===== config.mk =====
export PLATFORM = sky130hd
export DESIGN_NAME = decode_stage
export DESIGN_NICKNAME = d
export VERILOG_FILES = /design/src/rtl/decode_stage_pkg.sv /design/src/rtl/decode_stage_decode_logic.sv /design/src/rtl/decode_stage.sv
export SDC_FILE = /design/constraint.sdc
export NUM_CORES = 1
export LEC_CHECK = 0
export CORE_ASPECT_RATIO = 0.8
export CORE_UTILIZATION = 52
export DETAILED_ROUTE_END_ITERATION = 8
export PLACE_DENSITY = 0.93
export RECOVER_POWER = 50
export SYNTH_ARGS = -nofsm -noshare
export SYNTH_HDL_FRONTEND = slang
export SYNTH_SLANG_ARGS = --single-unit

===== constraint.sdc =====
create_clock -name clk -period 3.5 [get_ports clk]
set_clock_uncertainty 0.2 [all_clocks]
set_input_delay 0.7 -clock clk [delete_from_list [all_inputs] [get_ports clk]]
set_output_delay 0.7 -clock clk [all_outputs]
set_load 0.02 [all_outputs]

===== src/rtl/decode_stage_pkg.sv =====
// Shared definitions for the decode stage: opcode classes, ALU select codes
// and the decoded control bundle carried by the output register.
package decode_stage_pkg;

  typedef enum logic [1:0] {
    OP_LD  = 2'b00,
    OP_ST  = 2'b01,
    OP_CTL = 2'b10,
    OP_ALU = 2'b11
  } op_e;

  localparam logic [4:0] C5_LI  = 5'b10000;
  localparam logic [4:0] C5_BR  = 5'b10100;
  localparam logic [4:0] C5_BRL = 5'b10111;

  localparam logic [3:0] ALU_ADD = 4'b0000;
  localparam logic [3:0] ALU_SUB = 4'b0001;
  localparam logic [3:0] ALU_AND = 4'b0010;
  localparam logic [3:0] ALU_OR  = 4'b0011;
  localparam logic [3:0] ALU_XOR = 4'b0100;
  localparam logic [3:0] ALU_SLL = 4'b1000;
  localparam logic [3:0] ALU_SLR = 4'b1001;
  localparam logic [3:0] ALU_SRL = 4'b1010;
  localparam logic [3:0] ALU_SRA = 4'b1011;
  localparam logic [3:0] ALU_IDT = 4'b1100;
  localparam logic [3:0] ALU_NON = 4'b1111;

  typedef struct packed {
    logic       sign_ex;
    logic       ar_mux;
    logic       br_mux;
    logic       in_mux;
    logic       adr_mux;
    logic       write;
    logic       pc_load;
    logic       mem_we;
    logic [3:0] alu_sel;
    logic [2:0] wr_addr;
  } bundle_t;

  localparam bundle_t BUNDLE_RST = bundle_t'({8'h00, ALU_NON, 3'b000});

  function automatic logic [7:0] reg_bit(input logic [2:0] addr);
    reg_bit = 8'h01 << addr;
  endfunction

endpackage


===== src/rtl/decode_stage_decode_logic.sv =====
// Pure combinational instruction decoder: control bundle plus the mask of
// registers the instruction touches (reads and destination).
module decode_logic
  import decode_stage_pkg::*;
(
  input  logic [15:0] cmd_i,
  output bundle_t     dec_o,
  output logic [7:0]  use_mask_o
);

  op_e        op_s;
  logic [3:0] fn_s;
  logic [2:0] ra_s;
  logic [2:0] rb_s;
  logic [4:0] c5_s;
  logic       is_alu_s;
  logic       is_li_s;
  logic       is_br_s;

  assign op_s     = op_e'(cmd_i[15:14]);
  assign fn_s     = cmd_i[7:4];
  assign ra_s     = cmd_i[13:11];
  assign rb_s     = cmd_i[10:8];
  assign c5_s     = cmd_i[15:11];
  assign is_alu_s = (op_s == OP_ALU);
  assign is_li_s  = (c5_s == C5_LI);
  assign is_br_s  = (c5_s == C5_BR) || (c5_s == C5_BRL);

  always_comb begin
    dec_o         = BUNDLE_RST;
    use_mask_o    = 8'h00;
    dec_o.sign_ex = is_alu_s;
    dec_o.ar_mux  = is_alu_s && (fn_s <= 4'b0110);
    dec_o.br_mux  = (op_s != OP_CTL);
    dec_o.in_mux  = is_alu_s && (fn_s == 4'b1100);
    dec_o.adr_mux = (is_alu_s && (fn_s <= 4'b1011)) || (op_s == OP_CTL);
    dec_o.write   = (is_alu_s && (fn_s <= 4'b1100)) || (op_s == OP_LD) || is_li_s;
    dec_o.pc_load = is_br_s;
    dec_o.mem_we  = (op_s == OP_ST);
    case (op_s)
      OP_ALU: begin
        case (fn_s)
          4'b0101: dec_o.alu_sel = ALU_SUB;
          4'b0110: dec_o.alu_sel = ALU_IDT;
          default: dec_o.alu_sel = fn_s;
        endcase
      end
      OP_LD, OP_ST: dec_o.alu_sel = ALU_ADD;
      default: begin
        if (is_li_s) begin
          dec_o.alu_sel = ALU_IDT;
        end else if (is_br_s) begin
          dec_o.alu_sel = ALU_ADD;
        end else begin
          dec_o.alu_sel = ALU_NON;
        end
      end
    endcase
    // LD targets A; ALU and LI target B
    if (!dec_o.write) begin
      dec_o.wr_addr = 3'd0;
    end else if (op_s == OP_LD) begin
      dec_o.wr_addr = ra_s;
    end else begin
      dec_o.wr_addr = rb_s;
    end
    // ALU, LD and ST all touch A and B; LI touches only B; branches none
    if (op_s != OP_CTL) begin
      use_mask_o = reg_bit(ra_s) | reg_bit(rb_s);
    end else if (is_li_s) begin
      use_mask_o = reg_bit(rb_s);
    end else begin
      use_mask_o = 8'h00;
    end
  end

endmodule


===== src/rtl/decode_stage.sv =====
// Decode pipeline stage: one output register with valid/ready handshake and
// an 8-entry register-hazard scoreboard cleared by writeback strobes.
module decode_stage
  import decode_stage_pkg::*;
#(
  parameter int SB_EN = 1,
  parameter int NWB   = 1
) (
  input  logic             clk,
  input  logic             rst,
  input  logic             in_valid,
  output logic             in_ready,
  input  logic [15:0]      in_cmd,
  input  logic             flush,
  input  logic [NWB-1:0]   wb_valid,
  input  logic [3*NWB-1:0] wb_addr,
  output logic             out_valid,
  input  logic             out_ready,
  output logic             out_sign_ex,
  output logic             out_ar_mux,
  output logic             out_br_mux,
  output logic             out_in_mux,
  output logic             out_adr_mux,
  output logic             out_write,
  output logic             out_pc_load,
  output logic             out_mem_we,
  output logic [3:0]       out_alu_sel,
  output logic [2:0]       out_wr_addr,
  output logic [15:0]      out_cmd,
  output logic             busy
);

  bundle_t     dec_s;
  bundle_t     bundle_q, bundle_d;
  logic [15:0] cmd_q, cmd_d;
  logic        valid_q, valid_d;
  logic [7:0]  sb_q, sb_d;
  logic [7:0]  use_mask_s;
  logic [7:0]  clr_mask_s;
  logic [7:0]  sb_live_s;
  logic [7:0]  kill_mask_s;
  logic [7:0]  set_mask_s;
  logic        hazard_s;
  logic        accept_s;

  decode_logic u_decode (
    .cmd_i      (in_cmd),
    .dec_o      (dec_s),
    .use_mask_o (use_mask_s)
  );

  always_comb begin
    clr_mask_s = 8'h00;
    for (int i = 0; i < NWB; i++) begin
      clr_mask_s = clr_mask_s | (wb_valid[i] ? reg_bit(wb_addr[3*i +: 3]) : 8'h00);
    end
  end

  // Hazard is judged against the scoreboard after this cycle's clears
  assign sb_live_s   = sb_q & ~clr_mask_s;
  assign hazard_s    = (SB_EN != 0) && (|(use_mask_s & sb_live_s));
  assign in_ready    = (!valid_q || out_ready) && !hazard_s && !flush;
  assign accept_s    = in_valid && in_ready;
  assign kill_mask_s = (flush && valid_q && bundle_q.write) ? reg_bit(bundle_q.wr_addr) : 8'h00;
  assign set_mask_s  = (accept_s && dec_s.write) ? reg_bit(dec_s.wr_addr) : 8'h00;

  always_comb begin
    bundle_d = bundle_q;
    cmd_d    = cmd_q;
    valid_d  = valid_q;
    sb_d     = (SB_EN != 0) ? ((sb_live_s & ~kill_mask_s) | set_mask_s) : 8'h00;
    if (accept_s) begin
      valid_d  = 1'b1;
      bundle_d = dec_s;
      cmd_d    = in_cmd;
    end else if (flush || out_ready) begin
      valid_d  = 1'b0;
    end else begin
      valid_d  = valid_q;
    end
  end

  always_ff @(posedge clk) begin
    if (rst) begin
      valid_q  <= 1'b0;
      bundle_q <= BUNDLE_RST;
      cmd_q    <= 16'h0000;
      sb_q     <= 8'h00;
    end else begin
      valid_q  <= valid_d;
      bundle_q <= bundle_d;
      cmd_q    <= cmd_d;
      sb_q     <= sb_d;
    end
  end

  assign out_valid   = valid_q;
  assign out_sign_ex = bundle_q.sign_ex;
  assign out_ar_mux  = bundle_q.ar_mux;
  assign out_br_mux  = bundle_q.br_mux;
  assign out_in_mux  = bundle_q.in_mux;
  assign out_adr_mux = bundle_q.adr_mux;
  assign out_write   = bundle_q.write;
  assign out_pc_load = bundle_q.pc_load;
  assign out_mem_we  = bundle_q.mem_we;
  assign out_alu_sel = bundle_q.alu_sel;
  assign out_wr_addr = bundle_q.wr_addr;
  assign out_cmd     = cmd_q;
  assign busy        = valid_q || (|sb_q);

endmodule


==> results.toml, run 1 <==
[clocking]
h-tree-depth = 2
clockBufferDepth = 2
post_cts_buffers = 0
path_clk_slew_ns = 0.07
numCtsBuffers = 5
cts_root_buf = "clkbuf_8"
cts_num_sinks = 40
cts_tree = "done"
clk_latency_ns = 0.29
postCtsHoldBufs = 0

[die]
rows = 20
start_util_pct = 56.58
die_area_um2 = 4570
die_w_um = 75.34
ioPinCount = 59
dieHeight_um = 60.67
core-area_um2 = 3954

[timing]
min_period_ns = 3.444
timing.final.crit_share_pct = 98.41
holdWs_ns = 0.2778
hold_viol = 0
fin_tns_setup_ns = 0
final_max_slew_viol_count = 0
max_slew_margin_pct = 52.97
finalSetupViolations = 0
rsz0062_at_grt = "false"
worst_slew_pin_slew_ns = 0.7054
max_freq_mhz = 290.3

[setup_path]
worstPathRequired_ns = 2.60
critical_path.startpoint_type = "input pin"
end_kind = "primary output"
worstPathArrival_ns = 2.54
worstSetupPathType = "input pin to primary output"
crit_fanout = 5

[finish]
regArea_um2 = 800.8
final_nets = 381
final_util_pct = 78.77
area_growth_pct = 39.21
nFillCells = 271
multi_input_area_um2 = 1280
antenna_cells = 0
drive_above_1_share_pct = 15.73

[status]
outcome = "completed"

[global_route]
grt_usage_pct = 32.39
grt_pass1_wl_um = 11030
grt_pass1_vias = 2302
antenna_found_initial = 0
grt-ovfl-total = 0
grt_max_degree = 28

[routing]
viasPerCell = 6.365
wl_um = 7178
wl_per_cell_um = 17.46
vias = 2616
drtAntennaViolNets = 0
drc_errors = 0
drtIter0Drc = 307
firstDrtPassIters = 5

[pwr]
p_comb_share_pct = 23.1
power.density_nw_per_um2 = 343.1
p_seq_share_pct = 45.6
p_sw_uw = 310.6
internal_power_uw = 757.7
pwr-share-clk_pct = 31.4
irDropWorstVdd_v = 0.0002693
p_leak_uw = 0.001228
switching_share_pct = 29.07
finalPower_uw = 1068

[logic_synthesis]
ys_seq_area_share_pct = 35.79
post-synth-top-area-fraction_pct = 35.79
yosys_warnings = 0
synth.net_count = 303
syn_avg_cell_area_um2 = 8.047
synth_cell_types = 48
ys_seq_elements = 40
synth_cells = 278
synth_top_cell_by_area = "dfxtp_1"
synth_area_leaders = "dfxtp_1, o21ai_0, nand3_1"
netlist_area_um2 = 2237

[run]
drv_cap = 0

[place]
io_buffers = 58
place.gp.congestion = 0.9875
hpwl_um = 4773

[hold_path]
hp-class = "flip-flop to flip-flop"
-- what timing repair did --
action                     in CTS  in global routing
resized for setup              10                  6
setup endpoints to repair       1                  1
pin swaps                       0                  1
-- cells by family after synthesis --
logic type                count (synthesis)  share of synthesized area [%]
muxes                                     6                          2.685
and+or+nand+nor                         104                          25.28
xor gates and xnor gates                  1                         0.3916
buffers and inverters                    30                          7.550
DFF                                      40                          35.79
AOI/OAI and AO/OA                        97                          28.30
-- path summary, 6_finish.rpt --
kind               startpoint          end  slack, ns  cells after the start
hold / removal    out_cmd[12]  out_cmd[12]       0.28                      2
setup reg to reg      sb_q[2]      sb_q[7]       1.27                      7
setup / recovery   in_cmd[10]     in_ready       0.06                      8
hold reg to reg   out_cmd[12]  out_cmd[12]       0.28                      2
-- placed cells by master (no fill, tap or decap), types with 6 or more instances in the layout --
master	instances
nand2_1	15
dlygate4sd3_1	33
clkdlybuf4s50_1	21
nor2_1	22
nor3_1	7
buf_4	35
nand3_1	26
a211oi_1	7
a21oi_1	25
o21ai_0	25
nor2b_1	7
dfxtp_1	40
clkbuf_8	7
inv_1	6
mux2i_1	6
nand2b_1	7
-- critical path, stage by stage --
cell and delay (ns):
clkdlybuf4s50_1 0.50, and3_1 0.23, a31oi_1 0.20, o22ai_2 0.12
nor3_4 0.26, a21oi_2 0.10, nor3_1 0.22, buf_2 0.21
-- power by group through the flow --
stage | logic (uW) | registers [uW] | clock network (uW)
after floorplan | 111 | 516 | 0
after global placement | 242 | 496 | 0
after detailed placement | 247 | 497 | 0
after CTS | 250 | 487 | 334
after global routing | 262 | 488 | 357
final | 246 | 487 | 335
-- synth_stat cells, drive strengths merged --
library cell	count
a211o	2
a211oi	7
a21o	1
a21oi	27
a311o	1
a311oi	2
a31oi	5
a41o	5
a41oi	1
and2	3
and2b	1
and3	1
buf	16
clkbuf	8
dfxtp	40
inv	6
mux2i	6
nand2	15
nand2b	8
nand3	27
nand3b	2
nand4	2
nand4b	2
nor2	23
nor2b	7
nor3	9
nor3b	2
nor4	2
o211ai	1
o21ai	32
o21bai	1
o22ai	3
o31ai	4
o32a	1
o32ai	4
xnor2	1
-- sequential cells by signal, indices dropped and copies added, names as in the netlist --
name and count:
out_adr_mux 1, out_alu_sel 4, out_ar_mux 1, out_br_mux 1, out_cmd 16, out_in_mux 1
out_mem_we 1, out_pc_load 1, out_sign_ex 1, out_valid 1, out_wr_addr 3, out_write 1
sb_q 8
-- metal layers --
metal / up-vias / wire [um] / global-route usage [%]
met4: 0 / 228 / 9.259
li1: 1177 / - / -
met1: 1202 / 2903 / 43.77
met2: 202 / 3229 / 51.53
met5: - / 0 / 0
met3: 35 / 817 / 8.472
-- cell type report --
class	count	share of cell area (%)
multi-input combinational	208	41.10
timing repair buffer	95	27.16
sequential	40	25.71
clock buffer	7	3.094
tap	55	2.210
inverter	6	0.7232
-- through the flow --
step	std cells	cell area (um^2)	setup slack, ns
3_3_place_gp	404	3018	-0.3244
3_5_place_dp	404	3018	-0.3927
6_report	411	3114	0.05554
5_1_grt	411	3114	0.01101
4_1_cts	411	3112	0.08322
2_1_floorplan	278	2237	0.2986
Power figures use the tool's default switching activity.
==> inputs of run 2 (changes only) <==
- HOLD_SLACK_MARGIN: not set -> 0.1
==> results of run 2 <==
Same layout as run 1: the final DEF is identical, and so are final timing and power.
